==> src/rtl/gf2mz_add.sv <==
// Coefficient-wise GF(2^M) polynomial add: streams se[k] and s[k] out of two RAMs
// and writes se[k]^s[k] back one cycle later. Optional zero flag: GF2MZ_ADD_ZERO_CHECK_EN.
module gf2mz_add #(
  parameter int M  = 67,
  parameter int N  = 47,
  parameter int AW = (N > 1) ? $clog2(N) : 1
) (
  input  logic          clk,
  input  logic          rst_b,
  input  logic          start,
  output logic          done,
  output logic          busy,
  output logic [AW-1:0] a_addr,
  output logic          a_en,
  input  logic [M-1:0]  a_dout,
  output logic [AW-1:0] b_addr,
  output logic          b_en,
  input  logic [M-1:0]  b_dout,
  output logic [AW-1:0] w_addr,
  output logic          w_en,
  output logic [M-1:0]  w_din
`ifdef GF2MZ_ADD_ZERO_CHECK_EN
  ,
  output logic          zero
`endif
);

  typedef enum logic [1:0] {
    IDLE,
    RUN,
    FLUSH,
    DONE
  } state_t;

  localparam logic [AW-1:0] LAST = AW'(N - 1);

  state_t        state_q, state_d;
  logic [AW-1:0] cnt_q, cnt_d;
  logic          w_en_q, w_en_d;
  logic [AW-1:0] w_addr_q, w_addr_d;
  logic          rd_en;
  logic [AW-1:0] rd_addr;

  always_comb begin
    state_d = state_q;
    cnt_d   = cnt_q;
    case (state_q)
      IDLE: begin
        if (start) begin
          state_d = RUN;
          cnt_d   = '0;
        end
      end
      RUN: begin
        // Counter parks at 0 once the last index is issued, so it never wraps past N-1.
        if (cnt_q == LAST) begin
          state_d = FLUSH;
          cnt_d   = '0;
        end else begin
          cnt_d = cnt_q + 1'b1;
        end
      end
      FLUSH:   state_d = DONE;
      DONE:    state_d = IDLE;
      default: begin
        state_d = IDLE;
        cnt_d   = '0;
      end
    endcase
  end

  always_comb begin
    rd_en    = (state_q == RUN);
    rd_addr  = rd_en ? cnt_q : '0;
    w_en_d   = rd_en;
    w_addr_d = rd_addr;
  end

  always_ff @(posedge clk or negedge rst_b) begin
    if (!rst_b) begin
      state_q  <= IDLE;
      cnt_q    <= '0;
      w_en_q   <= 1'b0;
      w_addr_q <= '0;
    end else begin
      state_q  <= state_d;
      cnt_q    <= cnt_d;
      w_en_q   <= w_en_d;
      w_addr_q <= w_addr_d;
    end
  end

  assign a_en   = rd_en;
  assign b_en   = rd_en;
  assign a_addr = rd_addr;
  assign b_addr = rd_addr;
  assign w_en   = w_en_q;
  assign w_addr = w_addr_q;
  // RAM data is valid exactly in the cycle after the read, which is the write cycle.
  assign w_din  = w_en_q ? (a_dout ^ b_dout) : '0;
  assign done   = (state_q == DONE);
  assign busy   = (state_q == RUN) || (state_q == FLUSH);

`ifdef GF2MZ_ADD_ZERO_CHECK_EN
  logic zero_q, zero_d;

  always_comb begin
    zero_d = zero_q;
    if ((state_q == IDLE) && start) begin
      zero_d = 1'b1;
    end else if (w_en_q && (w_din != '0)) begin
      zero_d = 1'b0;
    end
  end

  always_ff @(posedge clk or negedge rst_b) begin
    if (!rst_b) begin
      zero_q <= 1'b1;
    end else begin
      zero_q <= zero_d;
    end
  end

  assign zero = zero_q;
`endif

endmodule

==> config.mk <==
export PLATFORM = sky130hd
export DESIGN_NAME = gf2mz_add
export DESIGN_NICKNAME = d
export VERILOG_FILES = /design/src/rtl/gf2mz_add.sv
export SDC_FILE = /design/constraint.sdc
export NUM_CORES = 1
export LEC_CHECK = 0
export ABC_AREA = 1
export ABC_CLOCK_PERIOD_IN_PS = 1270
export BUFFER_PORTS_ARGS = -buffer_cell sky130_fd_sc_hd__clkbuf_2
export CORE_AREA = 2 2 87 89
export CTS_CLUSTER_SIZE = 8
export DETAILED_ROUTE_END_ITERATION = 6
export DIE_AREA = 0 0 89 91
export PLACE_DENSITY = 0.75
export SYNTH_ARGS = -nofsm -noshare
export SYNTH_HDL_FRONTEND = slang
export SYNTH_SLANG_ARGS = --single-unit
==> constraint.sdc <==
create_clock -name clk -period 1.27 [get_ports clk]
set_input_delay 0.0635 -clock clk [delete_from_list [all_inputs] [get_ports clk]]
set_output_delay 0.0635 -clock clk [all_outputs]
set_load 0.01 [all_outputs]
### Word-level counts from Yosys, hierarchy flattened

Index checks and enable logic that the tools add are counted.

| word-level totals | value |
|---|---|
| output and inout bits | 90 |
| word-level logic and storage cells | 25 |
| input port bits | 137 |
| register bits after elaboration | 15 |

| cells by class | value |
|---|---|
| reduce and logical (&&, ||, !) cells | 5 |
| add/sub/neg operators | 1 |
| equal/unequal tests | 6 |
| multiplexer cells | 8 |
| bitwise logic cells | 1 |

Operators with widths:

| kind | count |
|---|---|
| two-way mux 67 bit | 1 |
| bitwise XOR 67 bit | 1 |
| two-way mux 6 bit | 3 |
| case mux 6 bit (2 select lines) | 1 |
| case mux 2 bit (4 select lines) | 1 |
| adder 6 x 1 -> 6 bit (second input constant) | 1 |
| == test 6 bit (second input constant) | 1 |
| == test 2 bit (second input constant) | 2 |
| two-way mux 2 bit | 2 |
| AND reduction 2 bit | 2 |
| == test 2 x 1 -> 1 bit (second input constant) | 1 |
| zero test 2 bit | 1 |
| inequality test 2 x 1 -> 1 bit (second input constant) | 1 |
| inequality test 2 bit (second input constant) | 1 |
| nonzero test 2 bit | 1 |
| logical OR 1 bit | 1 |

### Logic depth before layout (Yosys ltp)

Gate-level depths: netlist (run 1).

| depth | value |
|---|---|
| word-level depth | 3 |
| mapped depth | 9 |
| gate-level depth less buffers | 9 |

### Worst setup path before layout (run 1)

No wires, ideal clock.

| timing path | value |
|---|---|
| path kind | register to register |
| from | reg state_q[1] |
| to | reg cnt_q[4] |
| cell stages (with the launch flop) | 9 |
| clock period less this slack | 1420 ps |
| buffers on the path | 1 |
| required time | 1152 ps |
| arrival | 1302 ps |
| setup time | 118 ps |
| setup slack | -150 ps |
| cell sequence | dfrtp_1 > inv_1 > ha_1 > buf_4 > nand2_2 > nand2_2 > inv_2 > nor2_4 > nor2_1 |

| on the way | value |
|---|---|
| cells in the longest elaborated chain, start to end | 3 |
| elaborated cells between the ends (all ways) | 6 |
| classes of those cells | eq/ne (2); mux (1); reduce/logical (3) |

RTL lines:

| what | line | source |
|---|---|---|
| from (decl) | 37 | `state_t state_q, state_d;` |
| from (signal assigned) | 86 | `state_q <= state_d;` |
| == test 2 x 1 -> 1 bit * | n/a |  |
| net a_en | 14 | `output logic a_en,` |
| nonzero test 2 bit (no source line) | n/a |  |
| AND reduction 2 bit (no source line) | n/a |  |
| to (signal assigned) | 87 | `cnt_q <= cnt_d;` |
| to (decl) | 38 | `logic [AW-1:0] cnt_q, cnt_d;` |

Mark *: on every way through the listed nets, which the timed path passes. The rest lies on a longest branch.
A chain may end at the register's enable or synchronous reset.

### Final worst setup path (run 1)

| timing path | value |
|---|---|
| from | reg state_q[0] |
| to | out a_addr[5] |

| on the way | value |
|---|---|
| cells in the longest elaborated chain, start to end | 2 |

RTL lines:

| what | line | source |
|---|---|---|
| == test 2 x 1 -> 1 bit | 73 | `rd_en = (state_q == RUN);` |
| two-way mux 6 bit | 74 | `rd_addr = rd_en ? cnt_q : '0;` |
| to (decl) | 13 | `output logic [AW-1:0] a_addr,` |

Every way passes these cells.

==> impl_metrics.csv, run 1 <==
group,metric,value,unit
yosys,syn_inst,376,
pwr,powerDensity,1650,nW/um^2
critical_path,slowest_stage,"dfrtp_1",
pwr,pwr-share-comb,84.4,%
pwr,clock_power_share,5.7,%
layout,final_nets,766,
yosys,synth_top_area_share,32.5,%
status,outcome,"finished, violations left",
pwr,design_power_total,6730,uW
routing,drc_errors,0,
timing,report.final.slew_viol_count,0,
routing,totalWireLength,9.10,mm
yosys,synthAdderAreaFrac,3.99,%
pwr,power.switching,3150,uW
pwr,p_sw_share,46.7,%
routing,final_antenna_net_count,0,
layout,fillers,685,
global_route,overflow,0,
routing,vias,3242,
die,die_h,91,microns
timing,setup_viol,82,
yosys,synth.avg_cell_area,5.00,sq um
yosys,synthXorXnorAreaFrac,0.466,%
critical_path,worstRegToRegCells,9,
placed_design,post-dp-hpwl,6.41,mm
timing,timing.fmax,723,MHz
global_route,grt_pass1_wl,11.7,mm
worst_hold_path,min_path_type,"in2reg",
yosys,ys_types,17,
placed_design,port_buffers,226,
die,std_cell_rows,31,
critical_path,cpPeakStageDelay,410,ps
status,violations,"setup timing",
critical_path,cp_max_fo,5,
global_route,grt_max_degree,37,
timing,fin_crit_sh,109,%
yosys,muxShareOfSynthArea,0,%
yosys,synthFlopType,"dfrtp_1",
yosys,ys_ff_latch,15,
cts,clk_pin_slew,60,ps
layout,drive_gt1_share,55.5,%
placed_design,place.gp.congestion,0.868,
worst_hold_path,holdPathStages,4,
pwr,p_seq_share,9.9,%
yosys,synth_compound_area_share,0.732,%
critical_path,crit_chain,"buf_6 -> ha_4 -> buf_6 -> nand2_2 -> inv_2 -> buf_6",
global_route,antenna_found_initial,0,
yosys,netlist_area,1880,sq um
yosys,synth_area_leaders,"nand2_1 33%, nor2_1 28%, dfrtp_1 20%",
pwr,leakage,0.00241,uW
critical_path,crit_path_frequent_cell,"buf_6",
die,ios,227,
cts,cts_tree,"built",
critical_path,worst_ep_required_time,1210,ps
yosys,ys_seq_area_share,20.0,%
cts,clock-root-buffer,"clkbuf_8",
yosys,async_flop_share,100,%
routing,drtPass1Iterations,5,
layout,fin_util,57.2,%
critical_path,critPathCaptureType,"output pin",
layout,diodes,0,
cts,htree_levels,1,
critical_path,start_kind,"flop",
yosys,yosys.area_share.simple,65.8,%
cts,worst_skew_pair.late_latency,240,ps
timing,slew_headroom,74.8,%
routing,drt-vias-per-instance,4.50,
timing,final-hold-violation-count,0,
global_route,track_usage,17.7,%
cts,cts_made_buffers,3,
critical_path,critical_path_class,"reg2out",
timing,period_minus_slack,1380,ps
yosys,yosysWarnings,0,
pwr,p_int,3590,uW
yosys,synth_top_family_by_area,"simple AND/OR/NAND/NOR gates",
yosys,syn_nets,519,
yosys,synth.most_common_cell,"nand2_1",
timing,worstMarginPinSlew,379,ps
die,fp.dieW,89,microns
routing,initialDrtViolationCount,99,
die,die_area,8100,sq um
cts,clock-sinks,15,
die,start_util,26.3,%
routing,post_drt_wl_per_cell,12.6,microns
die,core_area,7140,sq um
timing,layout_setup_ws,-114,ps
job,drv_cap,0,
timing,rsz0062_at_grt,"true",
critical_path,arrival,1320,ps
layout,seqCellArea,377,sq um
global_route,grt_pass1_vias,2650,
yosys,synth_top_area_cell,"nand2_1",
timing,fin_skew,2.11,ps
timing,finalHoldWorstSlack,224,ps
layout,area_growth,117,%
cts,cts_buffer_depth,2,
pwr,vdd_drop_max,1.73,mV
yosys,synth_edf_count,0,
layout,multi_input_area,1740,sq um
yosys,synthTopCellsByCount,"163 x nand2_1, 139 x nor2_1, 17 x inv_1, 15 x dfrtp_1, 11 x buf_4",
[routing by layer]
metal  vias to the layer above  track usage, %  wire [microns]
li1                       1614               -               -
met3                        22            4.00             712
met5                         -               0               0
met2                       134            33.0            4810
met1                      1472            19.1            3350
met4                         0            5.72             225
[state kept, by name, summed over array words and instances, names as in the netlist]
register,cells
w_en,1
cnt_q,6
state_q,2
w_addr,6
[per-stage QoR]
step | setup TNS, ps | cell area, sq um | setup WS (ps) | instances
floorplan | 0 | 1900 | 16.7 | 376
global placement | 0 | 3120 | 47.6 | 694
detailed placement | -42.8 | 3120 | -24.2 | 694
CTS | -2080 | 3340 | -83.2 | 707
global route | -8560 | 4080 | -150 | 721
finish | -3650 | 4080 | -114 | 721
[power by group through the flow]
stage	logic, uW	clock network [uW]	registers [uW]
finish	5680	381	668
global route	6120	401	680
CTS	3910	385	667
detailed placement	3470	0	656
global placement	3420	0	653
floorplan	2060	0	672
[worst max-delay path, delay by kind of cell, from the launching register on]
family | cells | cell delay (ps)
buf+inv | 4 | 420
flops | 1 | 410
fa+ha+maj | 1 | 170
simple gates | 1 | 70
[worst paths after layout]
| check | from | to | slack, ps |
|---|---|---|---|
| setup / recovery | state_q[0]$_DFFE_PN0P_ | a_addr[5] | -110 |
| hold / removal | start | state_q[1]$_DFFE_PN0P_ | 220 |
| setup reg to reg | state_q[0]$_DFFE_PN0P_ | cnt_q[4]$_DFFE_PN0P_ | -80 |
| hold reg to reg | cnt_q[1]$_DFFE_PN0P_ | cnt_q[1]$_DFFE_PN0P_ | 590 |
| max in group asynchronous | rst_b | w_en$_DFF_PN0_ | 700 |
| min in group asynchronous | rst_b | w_addr[5]$_DFF_PN0_ | 280 |
[layout make-up]
| class | instances | area share, % |
|---|---|---|
| Clock buffer | 4 | 1.10 |
| Inverter | 18 | 1.84 |
| Multi-Input combinational cell | 329 | 42.6 |
| Sequential cell | 15 | 9.22 |
| Tap cell | 99 | 3.03 |
| Timing Repair Buffer | 256 | 42.2 |
[placed cells by master (no fill, tap or decap), drive strengths merged]
cell         instances
nor2               142
nand4                3
buf                 92
inv                 18
ha                   6
nand3                6
dlygate4sd3          1
dfrtp               15
or2                  2
xor2                 1
nand2              167
clkbuf             167
o21ai                2
[kinds of logic (layout without fill, tap and decap cells)]
group           Yosys count  in the layout
compound gates            2              2
fa+ha+maj                 6              6
xor+xnor                  1              1
flops                    15             15
simple gates            319            320
buf+inv                  33            278
[what timing repair did]
action,CTS,global route
hold buffers,1,0
buffers inserted,6,6
setup endpoints to repair,56,81
pin swaps,3,45
resized for setup,29,197
hold endpoints to repair,15,0
cloned,2,9
No activity file was read; power rests on OpenSTA's default activity.
==> run 2: changes to the inputs <==
MAX_ROUTING_LAYER = met4   (was not set)
TNS_END_PERCENT = 1   (was not set)
==> impl_metrics.csv, run 2 (synthesized netlist as in run 1, its figures left out) <==
group,metric,value,unit
global_route,overflow,0,
status,outcome,"finished, violations left",
critical_path,critical_path_class,"reg2out",
layout,final_nets,751,
placed_design,post-place-ws,-110,ps
routing,final_antenna_net_count,0,
timing,slew_headroom,73.7,%
critical_path,cp_max_fo,4,
pwr,powerDensity,1490,nW/um^2
global_route,met3_usage,2.73,%
timing,worstMarginPinSlew,394,ps
placed_design,place.gp.congestion,0.859,
worst_hold_path,min_path_type,"in2reg",
timing,finalSetupTns,-729,ps
placed_design,port_buffers,226,
critical_path,critPathCaptureType,"output pin",
routing,totalWireLength,7.68,mm
timing,report.final.slew_viol_count,0,
layout,final_cells,706,
pwr,leakage,0.00219,uW
die,std_cell_rows,31,
cts,clk_pin_slew,60,ps
timing,timing.fmax,750,MHz
routing,drtPass1Iterations,5,
critical_path,arrival,1270,ps
timing,fin_crit_sh,105,%
layout,fillers,754,
placed_design,place_area,3130,sq um
global_route,antenna_found_initial,0,
timing,fin_skew,1.50,ps
cts,clock-root-buffer,"clkbuf_8",
timing,rsz0062_at_grt,"true",
global_route,use_met2,32.5,%
timing,period_minus_slack,1330,ps
global_route,grt_pass1_wl,11.2,mm
routing,drc_errors,0,
job,drv_cap,0,
cts,clock-sinks,15,
cts,htree_levels,1,
placed_design,post-dp-hpwl,6.44,mm
routing,drt-vias-per-instance,4.28,
die,ios,227,
pwr,vdd_drop_max,1.68,mV
timing,final-hold-violation-count,0,
layout,fin_util,47.9,%
layout,fin_area,3420,sq um
die,die_h,91,microns
global_route,grt_max_degree,37,
layout,diodes,0,
routing,vias,3020,
routing,post_drt_wl_per_cell,10.9,microns
layout,area_growth,81.7,%
die,die_area,8100,sq um
routing,initialDrtViolationCount,52,
global_route,grt_pass1_vias,2597,
die,fp.dieW,89,microns
cts,cts_made_buffers,3,
die,start_util,26.3,%
layout,final_common_cell,"clkbuf_2",
die,core_area,7140,sq um
layout,final_cell_mix,"167 x clkbuf_2, 155 x nand2_1, 133 x nor2_1",
cts,cts_buffer_depth,2,
global_route,busiest_layer,"met2",
cts,cts_tree,"built",
timing,setup_viol,17,
critical_path,worst_ep_required_time,1210,ps
placed_design,dp.cells,693,
cts,worst_skew_pair.late_latency,250,ps
critical_path,r2r_slack,-50,ps
global_route,track_usage,17.3,%
timing,layout_setup_ws,-63.9,ps
critical_path,start_kind,"flop",
status,violations,"setup timing",
layout,drive_gt1_share,46.5,%
global_route,use_met1,18.6,%
run 2: layout make-up:
cell class / instances / area (sq um) / area share (%)
repair buffers: 241 / 1360 / 39.7
well taps: 99 / 124 / 3.63
multi-input cells: 329 / 1440 / 42.0
inverters: 18 / 77.6 / 2.27
clock buffers: 4 / 45.0 / 1.32
flip-flops and latches: 15 / 378 / 11.1
run 2: power by group:
group          internal (uW)  total [uW]  switching, uW
registers                575         678            103
clock network            223         400            177
logic                   1770        4000           2230
total                   2570        5080           2510
run 2: critical path, stage by stage, from the launching register on:
cell and delay (ps):
dfrtp_1 400, inv_2 80, ha_4 170, buf_6 120, nand2_2 50, inv_2 90, buf_6 100
run 2: worst paths after layout:
kind / startpoint / cells after the start / to
max: state_q[1]$_DFFE_PN0P_ / 6 / b_addr[2]
min: start / 4 / state_q[1]$_DFFE_PN0P_
max reg2reg: state_q[1]$_DFFE_PN0P_ / 8 / state_q[0]$_DFFE_PN0P_
min reg2reg: cnt_q[1]$_DFFE_PN0P_ / 2 / w_addr[1]$_DFF_PN0_
max in group asynchronous: rst_b / 2 / cnt_q[1]$_DFFE_PN0P_
min in group asynchronous: rst_b / 2 / cnt_q[5]$_DFFE_PN0P_
run 2: metrics by stage:
step / hold slack (ps) / total power, uW
after global routing: 256 / 5560
after global placement: -4.49 / 4110
after floorplan: -232 / 2740
after CTS: 188 / 4800
final: 214 / 5080
after detailed placement: 1.49 / 4180
run 2: per-layer routing:
layer	share of wire [%]	vias to the layer above
met5	0	-
met4	1.3	0
met3	8.6	8
met2	53	112
met1	37	1320
li1	-	1580
run 2: what timing repair did:
action	CTS	global route
setup buffers	4	3
gates cloned	0	1
resized for setup	24	85
endpoints found under the setup margin	25	69
hold buffers	1	0
pin swaps	1	2
endpoints found under the hold margin	15	0
